$ cat config.mk
export PLATFORM = sky130hd
export DESIGN_NAME = midi_note_rx
export DESIGN_NICKNAME = d
export VERILOG_FILES = /design/src/rtl/midi_pkg.sv /design/src/rtl/midi_uart_rx.sv /design/src/rtl/midi_note_rx.sv
export SDC_FILE = /design/constraint.sdc
export NUM_CORES = 1
export LEC_CHECK = 0
export ABC_CLOCK_PERIOD_IN_PS = 4000
export CORE_AREA = 2 2 102 55
export CTS_BUF_LIST = sky130_fd_sc_hd__clkbuf_4 sky130_fd_sc_hd__clkbuf_8
export DETAILED_ROUTE_END_ITERATION = 6
export DIE_AREA = 0 0 104 57
export PLACE_DENSITY_LB_ADDON = 0.25
export SYNTH_ARGS = -nofsm -noshare
export SYNTH_HDL_FRONTEND = slang
export SYNTH_SLANG_ARGS = --single-unit
$ cat constraint.sdc
create_clock -name clk -period 4 [get_ports clk]
set_input_delay 0.4 -clock clk [delete_from_list [all_inputs] [get_ports clk]]
set_output_delay 0.4 -clock clk [all_outputs]
set_load 0.02 [all_outputs]
$ cat src/rtl/midi_pkg.sv
// Shared constants and FSM encodings for the MIDI note receiver.
package midi_pkg;

  localparam logic [3:0] MIDI_NOTE_OFF = 4'h8;
  localparam logic [3:0] MIDI_NOTE_ON  = 4'h9;
  localparam logic [7:0] MIDI_RT_MIN   = 8'hF8;

  typedef enum logic [2:0] {
    RX_IDLE      = 3'd0,
    RX_START     = 3'd1,
    RX_DATA      = 3'd2,
    RX_STOP      = 3'd3,
    RX_WAIT_HIGH = 3'd4
  } rx_state_e;

  typedef enum logic [1:0] {
    P_WAIT_STATUS = 2'd0,
    P_WAIT_NOTE   = 2'd1,
    P_WAIT_VEL    = 2'd2
  } parse_state_e;

  function automatic logic is_status(input logic [7:0] b);
    return b[7];
  endfunction

endpackage

$ cat src/rtl/midi_uart_rx.sv
// 8N1 serial byte receiver: 2-FF synchronizer, start-bit qualification,
// centre sampling, byte strobe and framing-error pulse.
module midi_uart_rx
  import midi_pkg::*;
#(
  parameter int CLKS_PER_BIT = 3200
) (
  input  logic       clk,
  input  logic       rst_n,
  input  logic       rx_i,
  output logic [7:0] byte_o,
  output logic       byte_done_o,
  output logic       framing_err_o
);

  localparam int CW = $clog2(CLKS_PER_BIT);
  localparam logic [CW-1:0] HALF = CW'(CLKS_PER_BIT / 2 - 1);
  localparam logic [CW-1:0] FULL = CW'(CLKS_PER_BIT - 1);

  rx_state_e     state_q, state_d;
  logic [CW-1:0] cnt_q, cnt_d;
  logic [2:0]    bit_q, bit_d;
  logic [7:0]    shift_q, shift_d;
  logic          done_q, done_d;
  logic          ferr_q, ferr_d;
  logic [2:0]    sync_q;
  logic          line_s, fall_s;

  // sync_q[1] is the synchronized line, sync_q[2] its previous value for edge detection
  assign line_s = sync_q[1];
  assign fall_s = sync_q[2] & ~sync_q[1];

  // Synchronizer and receive state registers
  always_ff @(posedge clk or negedge rst_n) begin
    if (!rst_n) begin
      sync_q  <= 3'b111;
      state_q <= RX_IDLE;
      cnt_q   <= '0;
      bit_q   <= 3'd0;
      shift_q <= 8'h00;
      done_q  <= 1'b0;
      ferr_q  <= 1'b0;
    end else begin
      sync_q  <= {sync_q[1:0], rx_i};
      state_q <= state_d;
      cnt_q   <= cnt_d;
      bit_q   <= bit_d;
      shift_q <= shift_d;
      done_q  <= done_d;
      ferr_q  <= ferr_d;
    end
  end

  // Byte FSM next-state
  always_comb begin
    state_d = state_q;
    cnt_d   = cnt_q;
    bit_d   = bit_q;
    shift_d = shift_q;
    done_d  = 1'b0;
    ferr_d  = 1'b0;
    case (state_q)
      RX_IDLE: begin
        if (fall_s) begin
          state_d = RX_START;
          cnt_d   = '0;
        end else begin
          state_d = RX_IDLE;
        end
      end
      RX_START: begin
        if (cnt_q == HALF) begin
          cnt_d   = '0;
          bit_d   = 3'd0;
          state_d = line_s ? RX_IDLE : RX_DATA;
        end else begin
          cnt_d = cnt_q + CW'(1);
        end
      end
      RX_DATA: begin
        if (cnt_q == FULL) begin
          cnt_d   = '0;
          shift_d = {line_s, shift_q[7:1]};
          if (bit_q == 3'd7) begin
            state_d = RX_STOP;
          end else begin
            bit_d = bit_q + 3'd1;
          end
        end else begin
          cnt_d = cnt_q + CW'(1);
        end
      end
      RX_STOP: begin
        if (cnt_q == FULL) begin
          cnt_d = '0;
          if (line_s) begin
            done_d  = 1'b1;
            state_d = RX_IDLE;
          end else begin
            ferr_d  = 1'b1;
            state_d = RX_WAIT_HIGH;
          end
        end else begin
          cnt_d = cnt_q + CW'(1);
        end
      end
      RX_WAIT_HIGH: state_d = line_s ? RX_IDLE : RX_WAIT_HIGH;
      default:      state_d = RX_IDLE;
    endcase
  end

  assign byte_o        = shift_q;
  assign byte_done_o   = done_q;
  assign framing_err_o = ferr_q;

endmodule

$ cat src/rtl/midi_note_rx.sv
// MIDI Note On/Off receiver with running status and monophonic last-note priority.
// Define MIDI_OMNI_EN to accept all 16 channels instead of CHANNEL only.
module midi_note_rx
  import midi_pkg::*;
#(
  parameter int CLK_FREQ = 100000000,
  parameter int BAUD     = 31250,
  parameter int CHANNEL  = 0
) (
  input  logic       clk,
  input  logic       rst_n,
  input  logic       midi_rx,
  output logic [7:0] midi_data,
  output logic       midi_valid,
  output logic [7:0] velocity,
  output logic       framing_err
);

  localparam int CLKS_PER_BIT = CLK_FREQ / BAUD;

  logic [1:0]   rst_sync_q;
  logic         rst_int_n;
  logic [7:0]   rx_byte_s;
  logic         rx_done_s, rx_ferr_s, chan_ok_s;
  parse_state_e state_q, state_d;
  logic         rs_valid_q, rs_valid_d, rs_on_q, rs_on_d;
  logic [7:0]   note_q, note_d, data_q, data_d, vel_q, vel_d;
  logic         valid_q, valid_d;

  // Reset synchronizer: asynchronous assert, synchronous release
  always_ff @(posedge clk or negedge rst_n) begin
    if (!rst_n) begin
      rst_sync_q <= 2'b00;
    end else begin
      rst_sync_q <= {rst_sync_q[0], 1'b1};
    end
  end
  assign rst_int_n = rst_sync_q[1];

  midi_uart_rx #(.CLKS_PER_BIT(CLKS_PER_BIT)) u_uart (
    .clk          (clk),
    .rst_n        (rst_int_n),
    .rx_i         (midi_rx),
    .byte_o       (rx_byte_s),
    .byte_done_o  (rx_done_s),
    .framing_err_o(rx_ferr_s)
  );

`ifdef MIDI_OMNI_EN
  assign chan_ok_s = 1'b1;
`else
  localparam logic [3:0] CHAN = 4'(CHANNEL);
  assign chan_ok_s = (rx_byte_s[3:0] == CHAN);
`endif

  // Parser and note output registers
  always_ff @(posedge clk or negedge rst_int_n) begin
    if (!rst_int_n) begin
      state_q    <= P_WAIT_STATUS;
      rs_valid_q <= 1'b0;
      rs_on_q    <= 1'b0;
      note_q     <= 8'h00;
      data_q     <= 8'h00;
      vel_q      <= 8'h00;
      valid_q    <= 1'b0;
    end else begin
      state_q    <= state_d;
      rs_valid_q <= rs_valid_d;
      rs_on_q    <= rs_on_d;
      note_q     <= note_d;
      data_q     <= data_d;
      vel_q      <= vel_d;
      valid_q    <= valid_d;
    end
  end

  // Parser next-state and message execution
  always_comb begin
    state_d    = state_q;
    rs_valid_d = rs_valid_q;
    rs_on_d    = rs_on_q;
    note_d     = note_q;
    data_d     = data_q;
    vel_d      = vel_q;
    valid_d    = valid_q;
    if (rx_ferr_s) begin
      state_d = rs_valid_q ? P_WAIT_NOTE : P_WAIT_STATUS;
    end else if (rx_done_s) begin
      if (rx_byte_s >= MIDI_RT_MIN) begin
        state_d = state_q;
      end else if (is_status(rx_byte_s)) begin
        if (chan_ok_s && (rx_byte_s[7:4] == MIDI_NOTE_ON || rx_byte_s[7:4] == MIDI_NOTE_OFF)) begin
          rs_valid_d = 1'b1;
          rs_on_d    = (rx_byte_s[7:4] == MIDI_NOTE_ON);
          state_d    = P_WAIT_NOTE;
        end else begin
          rs_valid_d = 1'b0;
          state_d    = P_WAIT_STATUS;
        end
      end else begin
        case (state_q)
          P_WAIT_NOTE: begin
            note_d  = rx_byte_s;
            state_d = P_WAIT_VEL;
          end
          P_WAIT_VEL: begin
            state_d = P_WAIT_NOTE;
            if (rs_on_q && rx_byte_s != 8'h00) begin
              data_d  = note_q;
              vel_d   = rx_byte_s;
              valid_d = 1'b1;
            end else if (valid_q && note_q == data_q) begin
              valid_d = 1'b0;
            end else begin
              valid_d = valid_q;
            end
          end
          default: state_d = state_q;
        endcase
      end
    end else begin
      state_d = state_q;
    end
  end

  assign midi_data   = data_q;
  assign velocity    = vel_q;
  assign midi_valid  = valid_q;
  assign framing_err = rx_ferr_s;

endmodule
==> summary.md <==
| Metric | Value |
|---|---|
| Peak VDD IR | `around 280 uV` |
| Reg2Reg Setup Slack | `1.88 ns` |
| GR peak layer | `met1` |
| Worst skew pair latency | `roughly 0.33 ns` |
| Avg WL per Cell | `~16 um` |
| WP data arrival | `approximately 2.3 ns` |
| Pre-CTS WS | `~1.9 ns` |
| Total wire length | `about 5.5 mm` |
| Layout area overhead | `13.8%` |
| M2 GR Usage | `26.2%` |
| Routability cong. | `0.814` |
| R2R Path End | `midi_data[4]` |
| Top-count cell post-synth | `dfrtp_1` |
| Headroom to the max-slew limit | `36.8%` |
| Post-DRT Antenna Nets | `0` |
| Proportion of synthesized chip area in sequential cells | `between 50 and 60%` |
| Setup Fix Bufs, Post-CTS | `0` |
| Setup ws final | `~1.9 ns` |
| # rows | `19` |
| # port buffers | `18` |
| # diodes | `0` |
| Hold WS | `a little under 0.2 ns` |
| Top cells by count, synth | `56 x dfrtp_1, 22 x mux2_2, 21 x nand2_1` |
| Setup TNS | `0 ns` |
| 1st-pass router iterations | `4` |
| Tightest Pin Transition | `approximately 0.95 ns` |
| Vias in the first global route | `~1800` |
| Share of cells above drive strength 1 | `around 25%` |
| Setup crit end kind | `flip-flop` |
| DRC violations left | `0` |
| Area share of the largest cell type after synthesis | `between 40% and 50%` |
| Total GRT Usage | `20.7%` |
| Final period util | `53.0%` |
| CTS Buffer Depth | `2` |
| Initial antenna violation count | `0` |
| Post-cts hold buffer count | `0` |
| Finished Cell Area | `about 0.0033 sq mm` |
| Placed insts | `approximately 330` |
| Largest cells by area after synthesis | `dfrtp_1 48%, mux2_2 8.5%, mux2_4 5.1%, dfstp_2 2.7%, nand2_1 2.7%` |
| Dpl hpwl | `between 3 and 4 mm` |
| Worst hold path class | `flip-flop to asynchronous set/reset pin` |
| Crit path max fanout | `15` |
| Synth Cell Area | `a little under 0.003 sq mm` |
| F_max | `around 470 MHz` |
| Ys async rst share | `100%` |
| Core area | `0.00513 sq mm` |
| Die ar. | `around 0.0059 sq mm` |
| Cell area power density | `roughly 460 mW/mm^2` |
| Vias/cell | `around 5.6` |
| CTS tree | `done` |
| Ys Warns | `0` |
| Final setup vio count | `0` |
| DIE WIDTH | `about 100 um` |
| Io pins | `21` |
| Met3 Track Usage GR | `under 10%` |
| Static Leakage | `~0.0015 uW` |
| Post-CTS Resized | `0` |
| Largest net degree at the start of global routing | `around 40` |
| Worst-path clk slew | `around 0.070 ns` |
| Final Hold Violating Endpoints | `0` |
| CTS Buf Count | `9` |
| Origin of the critical flop-to-flop path | `u_uart.byte_o[3]` |
| Avg Inst Size Synth | `11.9 sq um` |
| Multi-input logic area | `about 0.0013 sq mm` |
| Distinct cells, synth | `a little under 60` |
| FF+latch area | `~0.0015 sq mm` |
| Initial Util | `a little under three fifths` |
| Met1 usage | `roughly 34%` |
| Dpl cell area | `approximately 0.0031 sq mm` |
| Htree depth | `3` |
| Filler cells | `between 400 and 500` |
| Starting DRT DRC Count | `100` |
| Required @ worst endpoint | `between 4 and 5 ns` |
| First-pass GRT wire length | `roughly 9.4 mm` |
| #FFs+latches synth | `between 50 and 60` |
| Root buffer cell | `clkbuf_8` |
| Synthesized instance count | `246` |
| Crit Path Class | `flip-flop to flip-flop` |
| Post-synth top area cell | `dfrtp_1` |
| Die Y | `57 um` |
| Post-synth EDFFs | `0` |
| Gr ovfl total | `0` |
| RSZ-0062 raised after global routing | `no` |
| Clock skew | `approximately 0.011 ns` |
| Finished Layout Cells | `roughly 350` |
| Final slew viol count | `0` |
| Startpoint types | `flip-flop` |
| Final Critical Period | `2.12 ns` |
| Final net count | `around 280` |
| Via count | `1935` |
| Post-synth top flop | `dfrtp_1` |
| Worst reg2reg path depth | `4` |
| Clock sinks | `between 50 and 60` |
| Status | `finished clean` |
| Max-cap violations | `0` |
## worst max-delay path, cell delays in order, from the launching register on
cell      delay (ns)
dfrtp_1         0.45
nor4_1          0.38
nand2_1         0.17
o211ai_4        0.59
mux2_2          0.40
## stage by stage
step,total power (uW),utilization (%)
after floorplan,953,-
after global placement,1000,61.0
after detailed placement,1010,61.0
after CTS,1530,64.8
after global routing,1610,64.8
final,1520,64.8
## cells in the final DEF, fill, tap and decap left out, drive strengths merged, types with 4 or more instances in the layout
master         instances
nand4                  4
clkinv                 4
a22o                   5
nand2                 21
xnor2                  5
ha                     5
nor2                  12
o22ai                  4
mux2                  32
o211ai                 6
nand3                 10
clkdlybuf4s50         18
inv                    7
o21ai                  9
nor4                   4
a21oi                  5
clkbuf                 9
dfrtp                 56
## worst max-delay path by stage
stage,startpoint,endpoint,slack [ns],cells past startpoint
4_1_cts,u_uart.byte_o[3],midi_data[4],1.89,4
6_report,u_uart.byte_o[3],midi_data[4],1.88,4
3_3_place_gp,u_uart.byte_o[3],velocity[2],1.97,4
5_1_grt,u_uart.byte_o[3],midi_data[4],1.71,4
3_5_place_dp,u_uart.byte_o[3],velocity[0],1.91,4
2_1_floorplan,rst_sync_q[1],midi_data[0],2.24,0
## cell families (layout without fill, tap and decap cells)
| kind of cell | after synthesis | in the layout | share of synthesized area, % |
|---|---|---|---|
| and+or+nand+nor | 79 | 79 | 15.6 |
| DFF | 59 | 59 | 50.6 |
| AOI/OAI and AO/OA | 43 | 43 | 11.6 |
| muxes | 33 | 33 | 14.0 |
| buffers and inverters | 17 | 42 | 3.42 |
| xor gates and xnor gates | 8 | 8 | 2.40 |
| adders and majority gates | 5 | 5 | 2.14 |
| other | 2 | 3 | 0.257 |
## power breakdown
group,internal [uW],switching (uW)
combinational,116,178
clock,285,233
sequential,640,69.1
total,1040,480
## layer usage
metal  wire (um)  vias to the layer above
li1            -                      936
met1        3060                      959
met5           0                        -
met3         271                        0
met4           0                        0
met2        2120                       40
## sequential cells by signal (all words and copies together) (netlist names)
| signal | cells |
|---|---|
| midi_valid | 1 |
| u_uart.byte_done_o | 1 |
| rs_on_q | 1 |
| u_uart.state_q | 3 |
| rst_sync_q | 2 |
| velocity | 7 |
| state_q | 2 |
| u_uart.sync_q | 3 |
| u_uart.byte_o | 8 |
| rs_valid_q | 1 |
| u_uart.bit_q | 3 |
| u_uart.framing_err_o | 1 |
| midi_data | 7 |
| note_q | 7 |
| u_uart.cnt_q | 12 |
## layout make-up
cell class	instances	area share, %
Tap cell	73	2.75
Clock buffer	9	3.72
Clock inverter	7	2.07
Sequential cell	59	44.5
Inverter	7	0.790
Multi-Input combinational cell	171	40.5
Timing Repair Buffer	19	5.64
Note: power is estimated with default switching activity, not from simulation.
==> RTL change 1: new RTL, config.mk and constraints unchanged <==
`data_q` no longer has a reset.
--- a/src/rtl/midi_note_rx.sv
+++ b/src/rtl/midi_note_rx.sv
@@ -62,3 +62,2 @@
       note_q     <= 8'h00;
-      data_q     <= 8'h00;
       vel_q      <= 8'h00;
@@ -70,3 +69,2 @@
       note_q     <= note_d;
-      data_q     <= data_d;
       vel_q      <= vel_d;
@@ -74,2 +72,6 @@
     end
+  end
+
+  always_ff @(posedge clk) begin
+    data_q <= data_d;
   end
Formal check against the unedited RTL: same outputs for any inputs over 10 cycles, from zero or initial values and one cycle with rst_n low; that may be too few to reach the edited logic, so the function may still have changed.
==> RTL change 1 against the unedited design <==
- total power decreased by 1.1%
- largest cell class unchanged
- via count decreased by 1.8%
- count of clock-buffer cells in the layout increased by 2
- routed wire length decreased by 4.0%
- worst setup slack got worse by 0.15 ns
- area after synthesis decreased by 4.2%
- final area decreased by 3.6%
- sequential cell count unchanged
- clock skew decreased by 0.0023 ns
==> RTL change 1: results (changes against the unedited design) <==
Num CTS Buffers=9 (unchanged); Worst path max stage delay=0.63 ns (+0.04 ns); DP HPWL=3710 um (-5.0%); GRT Overall Usage=20.3% (-0.35 points); post-CTS sizing=0 (unchanged); slew of the pin with the lowest slew margin=1.09 ns (+0.144 ns); H-tree depth=3 (unchanged); antenna violations before repair=0 (unchanged); skew final=0.00849 ns (-0.00234 ns); placed insts=320 (-2.7%); largest net degree at the start of global routing=51 (+24%); Port Buffers=18 (unchanged); total number of vias=1901 (-1.8%); Clock Path Buffers=2 (unchanged); Leakage=1.39 nW (-8.0%); layout cells sized above 1=21.3% (-3.7 points); Layout Nets=266 (-3.3%); post-DR wirelength/cell=15.6 um (-1.4%); total gr overflow=0 (unchanged); gpl congestion=0.899 (+10%); top_reg_cell synth=dfrtp_1; WS Path Type=flop to flop; setup bufs post-CTS=0 (unchanged); n_diodes=0 (unchanged); asr flop ratio synth=88.1% (-12 points); CP Max Fanout=11 (-4); vias in the first global route=1784 (-3.1%); Peak VDD IR=0.300 mV (+5.5%); post-synthesis sequential area ratio=54.1% (+3.4 points); cell family with most CP delay=compound AO/OA/AOI/OAI gates; hold crit path type=primary input to asynchronous set/reset pin; clk root buf=clkbuf_8; Gate Count Post-Synth=237 (-3.7%); Worst EP arrival=2.49 ns (+0.16 ns); TritonRoute pass-1 iters=4 (unchanged); Clock transition at path regs=0.07 ns (about the same); max FFs per register=12 (unchanged); status=finished clean; YS warnings=0 (unchanged); synth unique cells=55 (-5.2%); list of most frequent post-synthesis cells=dfrtp_1 (49), mux2_2 (25), nand2_1 (16), nor2_1 (12); clk_lat worst skew=around 0.34 ns; Post-synth EDFFs=7 (+7); Area contributors post-synth=dfrtp_1 (44%), mux2_2 (10%), edfxtp_1 (7.5%), dfstp_2 (2.8%), ha_1 (2.2%); DRT iter0 DRCs=130 (+30%); routed wire length=5230 um (-4.0%); Max stage delay cell, worst path=a311oi_2; first-pass GRT wire length=9180 um (-1.9%); Placed Area=3010 um2 (-3.8%); Biggest register=u_uart.cnt_q
RTL change 1: cell count changes in the layout (fill, tap and decap cells not counted), sizes merged, moves of 2 or more:
cell and delta:
o22ai -2, clkbuf +2, nand2 -5, edfxtp +7
inv +4, and3 +2, o21ai +3, clkinv -2
nand3 -2, nor4 -3, dfrtp -7, mux2 -6
RTL change 1: logic make-up after synthesis:
kind of cell | after synthesis | synth area share, %
compound gates | 45 | 11.7
mux | 26 | 10.5
xor+xnor | 8 | 2.50
buf+inv | 20 | 3.80
simple gates | 72 | 15.0
other cells | 2 | 0.268
flops | 59 | 54.1
fa+ha+maj | 5 | 2.23
RTL change 1: routing by layer:
layer / vias to the layer above / global-route usage [%] / routed length [um]
met4: 0 / 5.79 / 53
met5: - / 0 / 0
met1: 932 / 32.6 / 2820
met2: 62 / 24.7 / 1960
li1: 903 / - / -
met3: 4 / 8.00 / 406
RTL change 1: metrics by stage:
step	hold slack, ns	setup WS (ns)	util [%]
global route	0.196	1.53	62.5
detailed placement	0.340	1.76	58.7
global placement	0.337	1.85	58.7
finish	0.216	1.73	62.5
CTS	0.208	1.73	62.5
floorplan	0.104	2.27	-
RTL change 1: layout make-up:
| cell class | count | area (um2) |
|---|---|---|
| Clock buffer | 11 | 139 |
| Clock inverter | 5 | 55.1 |
| Fill cell | 436 | 1930 |
| Inverter | 11 | 41.3 |
| Multi-Input combinational cell | 159 | 1180 |
| Sequential cell | 59 | 1520 |
| Tap cell | 73 | 91.3 |
| Timing Repair Buffer | 18 | 180 |
RTL change 1: where the power goes:
group / internal, mW / total (mW) / switching (mW)
registers: 0.649 / 0.717 / 0.0672
logic: 0.102 / 0.263 / 0.160
clock network: 0.299 / 0.525 / 0.226
RTL change 1: path summary, 6_finish.rpt:
check                                             from                             to  slack, ns  depth (start not counted)
setup reg to reg           u_uart.cnt_q[0]$_DFFE_PN0P_  u_uart.state_q[0]$_DFFE_PN0P_       1.73                          5
hold reg to reg                rst_sync_q[0]$_DFF_PN0_        rst_sync_q[1]$_DFF_PN0_       0.35                          0
max in group asynchronous      rst_sync_q[1]$_DFF_PN0_         state_q[1]$_DFFE_PN0P_       2.84                          0
hold / removal                                   rst_n        rst_sync_q[0]$_DFF_PN0_       0.22                          1
min in group clk               rst_sync_q[0]$_DFF_PN0_        rst_sync_q[1]$_DFF_PN0_       0.35                          0
setup / recovery           u_uart.cnt_q[0]$_DFFE_PN0P_  u_uart.state_q[0]$_DFFE_PN0P_       1.73                          5
==> RTL change 2: new RTL, config.mk and constraints unchanged <==
Without the edit above. Build with the macro `MIDI_OMNI_EN` defined.
--- a/src/rtl/midi_note_rx.sv
+++ b/src/rtl/midi_note_rx.sv
@@ -2,2 +2,4 @@
 // Define MIDI_OMNI_EN to accept all 16 channels instead of CHANNEL only.
+`define MIDI_OMNI_EN
+
 module midi_note_rx
Formal check against the unedited RTL: same outputs for any inputs over 10 cycles, from zero or initial values and one cycle with rst_n low; that may be too few to reach the edited logic, so the function may still have changed.
==> RTL change 2 against the unedited design <==
- area after synthesis fell by 6.5%
- final area fell by 5.1%
- routed wire length fell by 1.7%
- first-iteration DRC count rose by 82%
- highest routed layer is now met4
- critical endpoint is now u_uart.cnt_q[4]$_DFFE_PN0P_
- total power fell by 9.8%
- worst setup slack got worse by 0.28 ns
- synthesized cell count fell by 4.1%
- non-clock buffer count did not move
- sequential cell count did not move
==> RTL change 2: results (changes against the unedited design) <==
hold crit path type=flop to asynchronous set/reset pin; Vias/cell=5.65 (+0.81%); GRT Overall Usage=20.2% (-0.52 points); list of most frequent post-synthesis cells=dfrtp_1 (56), mux2_2 (24), nand2_1 (15), o21ai_0 (14), nor2_1 (13); slew of the pin with the lowest slew margin=1.15 ns (+0.209 ns); Peak VDD IR=0.273 mV (-4.0%); footprint of the multi-input gates=1190 um2 (-12%); reg2reg end=u_uart.cnt_q[4]$_DFFE_PN0P_; DP HPWL=3730 um (-4.4%); fillers=432 (+5.4%); skew final=0.0109 ns (+0.0000567 ns); largest net degree at the start of global routing=53 (+29%); DRT iter0 DRCs=182 (+82%); TritonRoute pass-1 iters=4 (unchanged); vias in the first global route=1759 (-4.5%); r2r setup slk=1.60 ns (-0.28 ns); Worst EP arrival=2.61 ns (+0.28 ns); first-pass GRT wire length=9100 um (-2.7%); Reg2Reg Depth=5 (+1); Leakage=1.46 nW (-3.3%); synth unique cells=49 (-16%); reg-to-reg startpoint=u_uart.cnt_q[7]$_DFFE_PN0P_; gpl congestion=0.917 (+13%); Placed Area=2970 um2 (-5.1%); max FFs per register=12 (unchanged); Clk power=0.488 mW (-5.8%); P_comb=0.218 mW (-26%); routed wire length=5360 um (-1.7%); Area contributors post-synth=dfrtp_1 (51%), mux2_2 (9.9%), mux2_4 (3.3%), dfstp_2 (2.9%), o21ai_0 (2.6%); Sw Pwr=0.406 mW (-15%); status=finished clean; hold slack=0.0728 ns (-0.124 ns); layout cells sized above 1=21.9% (-3.1 points); post-synthesis sequential area ratio=54.2% (+3.5 points); Layout Nets=268 (-2.5%)
-- RTL change 2: cell count changes after synthesis, sizes merged, moves of 3 or more --
cell    unedited run  this run
a21oi              5         8
buf                9         4
nand2             21        15
nand2b             2         6
nor3               3         8
o211ai             6         1
o21ai              9        14
-- RTL change 2: worst max path at each step --
stage                                start                            to  slack [ns]  cells past startpoint
2_1_floorplan  u_uart.cnt_q[0]$_DFFE_PN0P_  u_uart.byte_o[0]$_DFFE_PN0P_        1.93                      6
4_1_cts        u_uart.cnt_q[0]$_DFFE_PN0P_  u_uart.byte_o[5]$_DFFE_PN0P_        1.62                      5
6_report       u_uart.cnt_q[7]$_DFFE_PN0P_   u_uart.cnt_q[4]$_DFFE_PN0P_        1.60                      5
3_3_place_gp   u_uart.cnt_q[0]$_DFFE_PN0P_  u_uart.byte_o[1]$_DFFE_PN0P_        1.67                      5
3_5_place_dp   u_uart.cnt_q[0]$_DFFE_PN0P_  u_uart.byte_o[5]$_DFFE_PN0P_        1.65                      5
5_1_grt        u_uart.cnt_q[0]$_DFFE_PN0P_   u_uart.cnt_q[4]$_DFFE_PN0P_        1.42                      6
-- RTL change 2: per-layer routing --
metal / vias up / wire, um / track usage [%]
met5: - / 0 / 0
met4: 0 / 52 / 6.95
met3: 4 / 370 / 6.51
met2: 54 / 2040 / 25.0
met1: 950 / 2900 / 32.4
li1: 903 / - / -
-- RTL change 2: kinds of logic (layout without fill, tap and decap cells) --
| group | Yosys count | after routing | synth area share, % |
|---|---|---|---|
| muxes | 30 | 30 | 13.2 |
| adders and majority gates | 5 | 5 | 2.29 |
| buffers and inverters | 13 | 41 | 2.38 |
| other | 2 | 3 | 0.275 |
| xor gates and xnor gates | 8 | 8 | 2.56 |
| and+or+nand+nor | 78 | 78 | 15.5 |
| DFF | 59 | 59 | 54.2 |
| AOI/OAI and AO/OA | 41 | 41 | 9.66 |
-- RTL change 2: critical path: stages (launching register included) --
cell and delay, ns:
dfrtp_1 0.44, or3b_4 0.45, nor4_1 0.39, o22ai_1 0.45, and3_1 0.34, a211o_1 0.21
-- RTL change 2: through the flow --
stage	total power, mW	instances
finish	1.37	338
global route	1.45	338
global placement	0.886	322
CTS	1.38	338
floorplan	0.833	237
detailed placement	0.891	322
-- RTL change 2: area by class of cell --
| type | count | area share, % |
|---|---|---|
| Sequential cell | 59 | 46.9 |
| Tap cell | 73 | 2.89 |
| Clock inverter | 3 | 0.476 |
| Timing Repair Buffer | 19 | 5.95 |
| Multi-Input combinational cell | 165 | 37.7 |
| Inverter | 6 | 0.714 |
| Clock buffer | 13 | 5.27 |
